==> src/rtl/rr_arbiter4_if.sv <==
// Arbiter request/grant bundle: clients drive req/done, the arbiter drives the grant side.
interface rr_arbiter4_if;
    logic [3:0] req;
    logic       done;
    logic [3:0] gnt;
    logic [1:0] gnt_id;
    logic       busy;
    logic       timeout;

    modport master (
        output req, done,
        input  gnt, gnt_id, busy, timeout
    );

    modport slave (
        input  req, done,
        output gnt, gnt_id, busy, timeout
    );
endinterface

==> src/rtl/rr_arbiter4.sv <==
// Four-client round-robin arbiter; one-cycle grant latency, one idle cycle between owners.
// Grant held until done, request drop, or MAX_HOLD cycles (forced release pulses timeout).
module rr_arbiter4 #(
    parameter int MAX_HOLD = 8
) (
    input  logic          clk,
    input  logic          rst,
    rr_arbiter4_if.slave  arb
);
    typedef enum logic {
        IDLE  = 1'b0,
        GRANT = 1'b1
    } state_t;

    localparam logic [7:0] HOLD_LAST = 8'(MAX_HOLD - 1);

    state_t     r_state;
    logic [1:0] r_ptr;
    logic [7:0] r_hold_cnt;
    logic [3:0] r_gnt;
    logic [1:0] r_gnt_id;
    logic       r_busy;
    logic       r_timeout;

    state_t     w_state_nxt;
    logic [1:0] w_ptr_nxt;
    logic [7:0] w_hold_nxt;
    logic [3:0] w_gnt_nxt;
    logic [1:0] w_gnt_id_nxt;
    logic       w_busy_nxt;
    logic       w_timeout_nxt;
    logic [1:0] w_sel;

    // Rotate requests so the pointer position becomes bit 0, then take the lowest set bit.
    function automatic logic [1:0] pick(input logic [3:0] req, input logic [1:0] ptr);
        logic [7:0] dbl;
        logic [3:0] rot;
        logic [1:0] pos;
        dbl = {req, req};
        rot = dbl[ptr +: 4];
        if (rot[0])      pos = 2'd0;
        else if (rot[1]) pos = 2'd1;
        else if (rot[2]) pos = 2'd2;
        else             pos = 2'd3;
        return ptr + pos;
    endfunction

    assign w_sel = pick(arb.req, r_ptr);

    always_comb begin
        w_state_nxt   = r_state;
        w_ptr_nxt     = r_ptr;
        w_hold_nxt    = r_hold_cnt;
        w_gnt_nxt     = r_gnt;
        w_gnt_id_nxt  = r_gnt_id;
        w_busy_nxt    = r_busy;
        w_timeout_nxt = 1'b0;

        case (r_state)
            IDLE: begin
                w_gnt_nxt    = 4'b0000;
                w_gnt_id_nxt = 2'd0;
                w_busy_nxt   = 1'b0;
                if (|arb.req) begin
                    w_gnt_nxt    = 4'b0001 << w_sel;
                    w_gnt_id_nxt = w_sel;
                    w_busy_nxt   = 1'b1;
                    w_hold_nxt   = 8'd0;
                    w_state_nxt  = GRANT;
                end
            end
            GRANT: begin
                if (arb.done || !arb.req[r_gnt_id] || (r_hold_cnt == HOLD_LAST)) begin
                    // done and owner-drop take precedence, so timeout only flags a pure hold-limit release
                    w_timeout_nxt = !arb.done && arb.req[r_gnt_id];
                    w_gnt_nxt     = 4'b0000;
                    w_gnt_id_nxt  = 2'd0;
                    w_busy_nxt    = 1'b0;
                    w_ptr_nxt     = r_gnt_id + 2'd1;
                    w_state_nxt   = IDLE;
                end else begin
                    w_hold_nxt = r_hold_cnt + 8'd1;
                end
            end
            default: begin
                w_state_nxt  = IDLE;
                w_gnt_nxt    = 4'b0000;
                w_gnt_id_nxt = 2'd0;
                w_busy_nxt   = 1'b0;
            end
        endcase
    end

    always_ff @(posedge clk or posedge rst) begin
        if (rst) begin
            r_state    <= IDLE;
            r_ptr      <= 2'd0;
            r_hold_cnt <= 8'd0;
            r_gnt      <= 4'b0000;
            r_gnt_id   <= 2'd0;
            r_busy     <= 1'b0;
            r_timeout  <= 1'b0;
        end else begin
            r_state    <= w_state_nxt;
            r_ptr      <= w_ptr_nxt;
            r_hold_cnt <= w_hold_nxt;
            r_gnt      <= w_gnt_nxt;
            r_gnt_id   <= w_gnt_id_nxt;
            r_busy     <= w_busy_nxt;
            r_timeout  <= w_timeout_nxt;
        end
    end

    assign arb.gnt     = r_gnt;
    assign arb.gnt_id  = r_gnt_id;
    assign arb.busy    = r_busy;
    assign arb.timeout = r_timeout;
endmodule

==> src/flat_wrapper.sv <==
// flat-port wrapper written by rule: the top's interface ports become plain ports
module rr_arbiter4_flat 
#(
    parameter int MAX_HOLD = 8
)
  (clk, rst, arb_req, arb_done, arb_gnt, arb_gnt_id, arb_busy, arb_timeout);
  rr_arbiter4_if arb_i ();
  input  logic clk;
  input  logic rst;
  input wire logic [$bits(arb_i.req)-1:0] arb_req;
  input wire logic [$bits(arb_i.done)-1:0] arb_done;
  output wire logic [$bits(arb_i.gnt)-1:0] arb_gnt;
  output wire logic [$bits(arb_i.gnt_id)-1:0] arb_gnt_id;
  output wire logic [$bits(arb_i.busy)-1:0] arb_busy;
  output wire logic [$bits(arb_i.timeout)-1:0] arb_timeout;
  assign arb_i.req = arb_req;
  assign arb_i.done = arb_done;
  assign arb_gnt = arb_i.gnt;
  assign arb_gnt_id = arb_i.gnt_id;
  assign arb_busy = arb_i.busy;
  assign arb_timeout = arb_i.timeout;
  rr_arbiter4 #(.MAX_HOLD(MAX_HOLD)) u_core (.clk(clk), .rst(rst), .arb(arb_i));
endmodule
==> config.mk <==
export PLATFORM = sky130hd
export DESIGN_NAME = rr_arbiter4_flat
export DESIGN_NICKNAME = d
export VERILOG_FILES = /design/src/rtl/rr_arbiter4_if.sv /design/src/rtl/rr_arbiter4.sv /design/src/flat_wrapper.sv
export SDC_FILE = /design/constraint.sdc
export NUM_CORES = 1
export LEC_CHECK = 0
export CAP_MARGIN = 20
export CORE_ASPECT_RATIO = 0.7
export CORE_MARGIN = 2
export CORE_UTILIZATION = 45
export CTS_CLUSTER_SIZE = 14
export DETAILED_ROUTE_END_ITERATION = 10
export GPL_TIMING_DRIVEN = 0
export PLACE_DENSITY = 0.68
export SLEW_MARGIN = 20
export SYNTH_ARGS = -nofsm -noshare
export SYNTH_HDL_FRONTEND = slang
export SYNTH_SLANG_ARGS = --single-unit
==> constraint.sdc <==
create_clock -name clk -period 2.8 [get_ports clk]
set_input_delay 0.84 -clock clk [delete_from_list [all_inputs] [get_ports clk]]
set_output_delay 0.84 -clock clk [all_outputs]
set_load 0.02 [all_outputs]
==> results.md <==
Run status:
- The run finished with clean final reports.

Critical path:
- The worst setup path is captured at a flip-flop.
- The class of the most critical setup path is input port to flip-flop.
- For the worst setup path, the data required time is 3060 ps.
- STA classifies the critical path startpoint as an input port.
- Data on the critical path arrives at its endpoint at 2870 ps.
- The worst setup slack for register-to-register paths is 560 ps.
- The worst register-to-register path begins at u_core.r_ptr[0].
- The highest net fanout along the worst path is 6.
- The depth of the most critical reg-to-reg path is 9.
- The end of the worst register-to-register path is u_core.arb.gnt[3].

Clock tree:
- The total clock buffers created by CTS is 3.
- The clock reaches the later pin of the worst-skew pair after 310 ps.
- The number of levels the H-tree was split into is 1.
- For this design, the sink count on the clock tree is 19.
- After clock tree synthesis, the clock-pin slew on the worst setup and hold paths is 120 ps.
- The number of hold-repair buffers added at the cts stage is 0.
- The tree is rooted in a clkbuf_4.
- The clock tree from TritonCTS is built.
- In this run the deepest clock path goes through 2 buffers.

Logic synthesis:
- In this run the cell area of the synthesized design comes to 1100 sq um.
- The most common cell in the synthesized netlist is dfrtp_1.
- The post-synthesis cell type with the largest combined area is dfrtp_1.
- The flop and latch count out of synthesis is 19.
- Sorting the synthesized cells by how often they occur yields dfrtp_1, nand2_1, mux2i_1, nand3_1, o21ai_0.
- Averaged over all synthesized cells, the footprint is 9.998 sq um.
- The number of unique standard cell types used by synthesis is 40.
- In the synthesized netlist the async set-or-reset flop fraction comes to 100.0%.
- By area the synthesized netlist is led by dfrtp_1, mux2i_1, nand2_1.
- The dominant register cell in the synthesized netlist is dfrtp_1.
- The count of yosys warnings during synthesis is 0.
- Synthesis produced a netlist whose cell count is 110.
- Yosys mapped a number of flops with a built-in enable equal to 0.
- Sequential elements use 43.23% of the synthesized area.
- The share of synthesized area in the top cell type comes to 43.23%.
- The net count after synthesis is 120.

Finish:
- The count of filler cells inserted in the layout is 220.
- For this run, the number of standard cells in the final layout without fillers is 161.
- At the end of the flow, the number of nets in the layout was 140.
- The final cell utilization of the core is 59.51%.
- The share of final-layout standard cells stronger than drive strength 1 is 13.18%.
- In the final layout, the multi-input gates occupy 585.6 sq um.
- The growth of design area from synthesis to finish is 20.36%.
- The sequential cell area is 475.5 sq um.
- The repair_antennas step left the layout with diodes totalling 0.
- With fillers left out, the area of the finished cells amounts to 1324 sq um.

Global route:
- The total overflow left after global routing is 0.
- The first global-routing pass estimated 4.098 mm of wire.
- The aggregate global-route resource usage is 19.10%.
- The initial antenna violation count is 0.
- The via count of the first global-routing pass was 879.
- Entering global routing, the biggest net connects 20 pins.

Detailed routing:
- The detailed-route wire length per cell is 14.81 um.
- The mean number of vias per cell is 5.696.
- The number of detailed-route iterations in the first pass is 4.
- The vias after detailed routing is 917.
- The routed design has 2.385 mm of wire.
- In the routed design, unresolved DRC markers number 0.
- The detailed router finished its first iteration with 41 violations.
- The count of nets left with antenna violations once routing finished came out at 0.

STA:
- The transition time at the pin with the least slew margin is 732.5 ps.
- Static timing analysis puts the maximum clock frequency at 382.7 MHz.
- The normalized max-slew margin is 51.11%.
- The worst path meets setup with 187.3 ps of slack.
- Summed over all failing endpoints, the final setup total negative slack is 0 ps.
- Setup repair after global routing left no endpoint under its margin.
- The worst path in the final design needs a cycle of 2613 ps, including I/O delays and setup.
- Of the available clock period, the critical path in the final layout requires 93.31%.
- The final number of max-transition violations was 0.
- The setup-violating endpoint count in the final report is 0.
- Clock skew on the completed layout was measured at 3.016 ps.
- The hold violation total from the final report is 0.

Flow run:
- The max-capacitance violation count is 0.

Placement:
- The number of placed instances, taps included, is 156.
- The area after detailed placement is 1280 sq um.
- The count of input and output buffers is 14.
- Once detailed placement completed, the half-perimeter wirelength came to 1.772 mm.
- The worst setup slack before clock tree synthesis is -365.3 ps.
- Routability-driven placement finished with a final weighted congestion of 0.7834.

Worst hold path:
- The kind of path behind the tightest hold check is flip-flop to flip-flop.
- Along the worst hold path, the cell count comes to 1.
- The origin of the worst min-delay path is u_core.r_hold_cnt[6].
- The worst min-delay path endpoint is u_core.r_hold_cnt[6].

Die:
- The floorplan step defined a die boundary enclosing 2862 sq um.
- The die span in y is 45.36 um.
- From left edge to right edge, the die measures 63.09 um.
- In this run the core area contains 14 standard-cell rows.
- The total area inside the core boundary comes to 2225 sq um.
- The total I/O pin count is 15.
- Once the floorplan was initialized, standard cells occupied 49.44% of the core.

Pwr:
- The power density relative to cell area is 867.8 nW/um^2.
- The worst supply voltage drop on vdd is 0.5679 mV.
- The leakage power of the design is 0.6170 nW.
-- cells in the final DEF (no fill, tap or decap), types with 2 or more instances in the layout --
cell type and instances:
nor2_1 4, dfrtp_1 19, nor3_1 3, nand2_1 12, a22o_1 2, and3_1 2
inv_1 5, clkdlybuf4s50_1 10, nand3_1 7, mux2_2 3, nand4_1 4, dlymetal6s2s_1 3
mux2i_1 9, ha_1 3, clkbuf_4 3, nor3b_1 2, a21o_1 2, o21ai_0 7
nor2b_1 2
-- what timing repair did --
action                                  in CTS  in global routing
cloned                                       0                  0
pin swaps                                    1                  0
buffers inserted                             1                  0
gates resized for setup                      1                  3
endpoints found under the setup margin       4                  5
-- power by group --
group          total [mW]  switching (mW)  internal [mW]
clock network       0.149          0.0944         0.0545
registers           0.416          0.0684          0.347
logic               0.584           0.322          0.263
-- registers in the layout, indices dropped and copies added (netlist names) --
name,cells
u_core.arb.busy,1
u_core.arb.gnt,4
u_core.arb.gnt_id,2
u_core.arb.timeout,1
u_core.r_hold_cnt,8
u_core.r_ptr,2
u_core.r_state,1
-- per-stage QoR --
stage | power, mW | hold WS, ps
after global routing | 1.234 | 554.4
final | 1.149 | 511.7
after global placement | 0.9762 | 466.8
after detailed placement | 0.9908 | 480.7
after floorplan | 0.8034 | 466.5
after CTS | 1.155 | 513.0
-- area by class of cell --
type / count / share of cell area (%)
sequential: 19 / 35.92
clock buffer: 3 / 1.701
inverter: 5 / 1.418
clock inverter: 1 / 0.5671
multi-input combinational: 83 / 44.23
tap: 32 / 3.025
timing repair buffer: 15 / 11.63
buffer: 3 / 1.512
-- how the worst max path moves through the flow --
stage | from | to | slack (ps) | depth (start not counted)
final | arb_req[1] | u_core.arb.gnt[3] | 190 | 10
after floorplan | arb_req[3] | u_core.arb.gnt[3] | 480 | 7
after detailed placement | arb_req[1] | u_core.arb.gnt[3] | -370 | 10
after CTS | arb_req[3] | u_core.arb.gnt[3] | 30 | 8
after global placement | arb_req[3] | u_core.arb.gnt[3] | -240 | 8
after global routing | arb_req[1] | u_core.arb.gnt[3] | 20 | 10
-- critical path, cell delays in order --
cell           delay [ps]
dlygate4sd2_1         340
inv_1                 100
nor3_1                210
a31oi_1                70
o211ai_1              290
ha_1                  260
nand2_1                60
or3_1                 310
nand4_1               200
a32o_1                190
-- logic make-up after synthesis --
kind of cell | share of synthesized area [%]
and+or+nand+nor | 20.82
DFF | 43.23
buffers and inverters | 3.526
adders and majority gates | 3.413
muxes | 11.26
xor gates and xnor gates | 0.7965
AOI/OAI and AO/OA | 16.95
-- per-layer routing --
metal  vias to the layer above  wire length [um]  global-route usage, %
met5                         -                 0                      0
met4                         0                11                  5.333
met1                       452              1208                  26.70
met2                        16              1069                  30.00
met3                         2                95                  4.738
li1                        447                 -                      -
No activity file was read; power rests on OpenSTA's default activity.
==> variant 1: new RTL, config.mk and constraints unchanged <==
Reset style: synchronous (`rst`), changed in one clocked block.
--- a/src/rtl/rr_arbiter4.sv
+++ b/src/rtl/rr_arbiter4.sv
@@ -93,3 +93,3 @@
 
-    always_ff @(posedge clk or posedge rst) begin
+    always_ff @(posedge clk) begin
         if (rst) begin
Formal check against the unedited RTL: differs if rst is asserted again (counterexample within 4 cycles, from zero or initial values and one cycle with rst high); with rst held inactive, the same outputs for 10 cycles.
==> variant 1 against the original RTL <==
Sequential cell count unchanged; non-clock buffer count is 1 higher; utilization down 1.8 points; cell area fell by 6.0%; area after synthesis decreased by 7.2%; worst setup slack got worse by 0.11 ns; clock skew down 0.0012 ns; die area down 6.6%; routed wire length increased by 0.84%; via count increased by 3.7%; final cell count up 1.9%.
Power is not compared: it rests on default switching activity, and its combinational part moved more than twofold at a synthesized area within 25%.
==> variant 1: results (changes against the original RTL) <==
.. list-table::
   :header-rows: 1

   * - Metric
     - Value
   * - Synth Area in Adders
     - 0.0368 (was 0.0341)
   * - Final weighted congestion of routability-driven global placement
     - 0.787 (was 0.783)
   * - Synth area leaders
     - sky130_fd_sc_hd__dfxtp_1, sky130_fd_sc_hd__ha_1, sky130_fd_sc_hd__nand2_1 (was sky130_fd_sc_hd__dfrtp_1, sky130_fd_sc_hd__mux2i_1, sky130_fd_sc_hd__nand2_1)
   * - Mux cell area share after synthesis
     - 0.0319 (was 0.113)
   * - Cts bufs inserted
     - 3 (unchanged)
   * - Post-place setup slack
     - -0.316 ns (was -0.365 ns)
   * - Gate Count Post-Synth
     - 113 (was 110)
   * - Hold Startpoint
     - u_core.arb.busy (was u_core.r_hold_cnt[6])
   * - First-pass GRT wire length
     - 4040 µm (was 4100 µm)
   * - Drt initial violations
     - 70 (was 41)
   * - Sequential area share after synthesis
     - 0.373 (was 0.432)
   * - Post-DP HPWL
     - 1770 µm (about the same)
   * - Arrival time of the worst setup path
     - 2.93 ns (was 2.87 ns)
   * - Fraction of registers with async set/reset
     - 0 (was 1.00)
   * - Startpoint of the most critical setup path
     - arb_req[3] (was arb_req[1])
   * - Share of final-layout standard cells stronger than drive strength 1
     - 0.0985 (was 0.132)
   * - Most used standard cells in the synthesized netlist
     - sky130_fd_sc_hd__dfxtp_1, sky130_fd_sc_hd__nand2_1, sky130_fd_sc_hd__a21oi_1 (was sky130_fd_sc_hd__dfrtp_1, sky130_fd_sc_hd__nand2_1, sky130_fd_sc_hd__mux2i_1)
   * - Area fraction in compound gates after synthesis
     - 0.265 (was 0.170)
   * - Placed standard-cell area
     - 1200 µm² (was 1280 µm²)
   * - Number of inserted diodes
     - 0 (unchanged)
   * - Count of nets after finishing
     - 143 (was 140)
   * - Launch instance of the worst register-to-register path
     - u_core.r_ptr[0] (unchanged)
   * - Total global-route track usage
     - 0.205 (was 0.191)
   * - Number of enable-type register cells in the synthesized netlist
     - 0 (unchanged)
   * - Count of distinct cell types in the synthesized netlist
     - 45 (was 40)
   * - Xor and xnor area share after synthesis
     - 0.0172 (was 0.00796)
   * - Actual slew at the worst max-slew pin
     - 0.698 ns (was 0.733 ns)
   * - Synthesized netlist net count
     - 123 (was 120)
   * - Initial antenna violation count
     - 0 (unchanged)
   * - Post-Route Skew
     - 0.00186 ns (was 0.00302 ns)
   * - Status
     - finished, final reports clean (unchanged)
   * - Cells after DPL
     - 159 (was 156)
   * - Routed vias
     - 951 (was 917)
   * - Total Routed Length
     - 2410 µm (was 2390 µm)
   * - Pin count of the biggest net entering global routing
     - 13 (was 20)
   * - Via count of the first global-routing pass
     - 873 (was 879)
   * - Vias per inst
     - 5.80 (was 5.70)
[variant 1: changes by cell type after synthesis, sizes merged, moves of 5 or more]
cell	before	now
dfrtp	19	0
dfxtp	0	19
mux2i	9	1
a21oi	1	7
nand3	7	2
o21ai	9	4
[variant 1: worst paths after layout]
path	depth (start not counted)	endpoint	slack (ns)
worst min register to register	1	u_core.arb.busy	0.48
worst min-delay path	1	u_core.arb.busy	0.48
worst max register to register	10	u_core.arb.gnt[2]	0.57
worst max-delay path	9	u_core.arb.gnt[0]	0.08
[variant 1: cell families after synthesis]
family	Yosys count
AOI/OAI and AO/OA	36
and+or+nand+nor	42
adders and majority gates	3
muxes	2
buffers and inverters	9
xor gates and xnor gates	2
DFF	19
[variant 1: per-stage QoR]
step	TNS (ns)	hold WS [ns]	util
after floorplan	0	0.470	-
after global placement	-0.667	0.439	0.557
after detailed placement	-1.11	0.445	0.557
after CTS	0	0.478	0.571
after global routing	-0.00191	0.495	0.577
final	0	0.477	0.577
[variant 1: area by class of cell]
cell class	count	area, µm²
buffer	4	16.3
clock buffer	3	22.5
clock inverter	1	7.51
fill	204	911
inverter	5	18.8
multi-input combinational	85	606
sequential	19	380
tap	32	40.0
timing repair buffer	15	153
[variant 1: routing by layer]
metal	vias to the layer above	global-route usage	share of wire
met5	-	0	0
met4	0	0.0652	0.011
met3	4	0.0567	0.045
met2	21	0.286	0.42
met1	447	0.306	0.52
li1	479	-	-
[variant 1: where the power goes]
part           internal (mW)  leakage [nW]  switching, mW
combinational         0.0732         0.277         0.0815
sequential             0.286         0.155         0.0133
clock                 0.0545        0.0139         0.0912
total                  0.414         0.446          0.186
[variant 1: what timing repair did]
action / 4_1_cts / 5_1_grt
hold buffers: 0 / 0
gates resized for setup: 0 / 2
buffers inserted: 0 / 1
setup endpoints to repair: 0 / 3
[variant 1: critical path: stages]
cell and delay (ns):
sky130_fd_sc_hd__clkdlybuf4s50_1 0.59, sky130_fd_sc_hd__nand3b_1 0.15, sky130_fd_sc_hd__o21ai_0 0.09, sky130_fd_sc_hd__a221o_1 0.35, sky130_fd_sc_hd__ha_1 0.25, sky130_fd_sc_hd__inv_1 0.07
sky130_fd_sc_hd__o221ai_1 0.10, sky130_fd_sc_hd__o211ai_1 0.18, sky130_fd_sc_hd__a2bb2o_1 0.31
==> variant 2: new RTL, same settings <==
Made on the original files. `MAX_HOLD` is set to 8 in 2 places; all go to 4.
--- a/src/rtl/rr_arbiter4.sv
+++ b/src/rtl/rr_arbiter4.sv
@@ -3,3 +3,3 @@
 module rr_arbiter4 #(
-    parameter int MAX_HOLD = 8
+    parameter int MAX_HOLD = 4
 ) (
--- a/src/flat_wrapper.sv
+++ b/src/flat_wrapper.sv
@@ -3,3 +3,3 @@
 #(
-    parameter int MAX_HOLD = 8
+    parameter int MAX_HOLD = 4
 )
Formal check against the unedited RTL: not equivalent (a bounded check fails within 10 cycles, from zero or initial values and one cycle with rst high).
==> variant 2 against the original RTL <==
Total power is 1.2% lower; synthesized cell count is 1.8% lower; sequential cell count stayed put; area after synthesis shrank 0.23%; utilization is 0.34 points lower; fmax is 4.9% lower; first-iteration DRC count fell by 44%; routed wire length down 0.42%; register-to-register slack improved by 0.11 ns; worst setup slack worse by 0.13 ns; cell area is 0.57% lower; critical path depth down 2; critical path type unchanged; critical endpoint unchanged; largest cell class unchanged; largest power group unchanged.
==> variant 2: results (changes against the original RTL) <==
.. list-table::
   :header-rows: 1

   * - Metric
     - Value
   * - Status
     - finished, final reports clean (unchanged)
   * - Leak Pwr
     - 0.632 nW (was 0.617 nW)
   * - Final-layout fill cell count
     - 213 (was 220)
   * - Sequential area share after synthesis
     - 0.433 (was 0.432)
   * - Hold Startpoint
     - u_core.arb.busy (was u_core.r_hold_cnt[6])
   * - Placed standard-cell area
     - 1280 µm² (about the same)
   * - First-pass GRT wire length
     - 4020 µm (was 4100 µm)
   * - Fraction of power spent switching nets
     - 0.404 (was 0.422)
   * - Count of distinct cell types in the synthesized netlist
     - 38 (was 40)
   * - Drt initial violations
     - 23 (was 41)
   * - Maximum ir drop on the vdd rail
     - 0.511 mV (was 0.568 mV)
   * - Fin cells
     - 159 (was 161)
   * - Actual slew at the worst max-slew pin
     - 0.714 ns (was 0.733 ns)
   * - Routed vias
     - 864 (was 917)
   * - Most used standard cells in the synthesized netlist
     - sky130_fd_sc_hd__dfrtp_1, sky130_fd_sc_hd__nand2_1, sky130_fd_sc_hd__mux2i_1 (unchanged)
   * - Post-Route Skew
     - 0.000919 ns (was 0.00302 ns)
   * - Synthesized netlist net count
     - 118 (was 120)
   * - Hold Crit Endpoint
     - u_core.arb.busy (was u_core.r_hold_cnt[6])
   * - Clock-pin transition on the worst setup and hold timing paths
     - 0.10 ns (was 0.12 ns)
   * - Drt wl/cell
     - 14.9 µm (was 14.8 µm)
   * - Cells after DPL
     - 154 (was 156)
   * - Total global-route track usage
     - 0.193 (was 0.191)
   * - Post-DP HPWL
     - 1740 µm (was 1770 µm)
   * - Worst hold slack after final layout
     - 0.489 ns (was 0.512 ns)
   * - Average cell area after synthesis
     - 10.2 µm² (was 10.0 µm²)
   * - Arrival time of the worst setup path
     - 2.99 ns (was 2.87 ns)
   * - Synth area leaders
     - sky130_fd_sc_hd__dfrtp_1, sky130_fd_sc_hd__mux2i_1, sky130_fd_sc_hd__nand2_1 (unchanged)
-- variant 2: cell type report --
type / count / area share
Buffer: 4 / 0.0238
Clock buffer: 4 / 0.0200
Inverter: 5 / 0.0143
Multi-Input combinational cell: 80 / 0.436
Sequential cell: 19 / 0.361
Tap cell: 32 / 0.0304
Timing Repair Buffer: 15 / 0.114
-- variant 2: how the worst max path moves through the flow --
| stage | to | slack, ns |
|---|---|---|
| finish | u_core.arb.gnt[3] | 0.05 |
| global route | u_core.arb.gnt[3] | 0.003 |
| CTS | u_core.arb.gnt[3] | 0.008 |
| detailed placement | u_core.arb.gnt[3] | -0.30 |
| global placement | u_core.arb.gnt[3] | -0.21 |
| floorplan | u_core.arb.gnt[3] | 0.50 |
-- variant 2: power groups by stage --
stage	sequential (mW)	combinational (mW)	clock (mW)
2_1_floorplan	0.454	0.358	0
3_3_place_gp	0.415	0.581	0
3_5_place_dp	0.418	0.588	0
4_1_cts	0.413	0.589	0.145
5_1_grt	0.417	0.640	0.155
6_report	0.408	0.587	0.140
-- variant 2: kinds of logic (layout without fill, tap and decap cells) --
kind of cell / count (synthesis) / after routing / synth area share
adder cells (fa/ha/maj): 3 / 3 / 0.0342
buffers and inverters: 9 / 28 / 0.0456
AND/OR/NAND/NOR: 41 / 41 / 0.213
flip-flops: 19 / 19 / 0.433
multiplexers: 12 / 12 / 0.117
XOR/XNOR: 1 / 1 / 0.00798
AO/OA/AOI/OAI: 23 / 23 / 0.148
-- variant 2: worst max-delay path: stages --
cell and delay (ns):
sky130_fd_sc_hd__clkdlybuf4s50_1 0.60, sky130_fd_sc_hd__nor2_1 0.12, sky130_fd_sc_hd__o21ai_0 0.20, sky130_fd_sc_hd__o211ai_1 0.15, sky130_fd_sc_hd__ha_2 0.24, sky130_fd_sc_hd__or4_4 0.48, sky130_fd_sc_hd__nand4_2 0.17, sky130_fd_sc_hd__a32o_2 0.18
-- variant 2: what timing repair did --
item                                    in CTS  in global routing
setup buffers                                0                  1
gates resized for setup                      0                  2
endpoints found under the setup margin       0                  5
-- variant 2: metal layers --
layer | routed length, µm | global-route usage | share of wire | up-vias
met2 | 969 | 0.291 | 0.41 | 26
li1 | - | - | - | 429
met4 | 37 | 0.0578 | 0.016 | 0
met1 | 1260 | 0.275 | 0.53 | 403
met5 | 0 | 0 | 0 | -
met3 | 110 | 0.0524 | 0.046 | 6
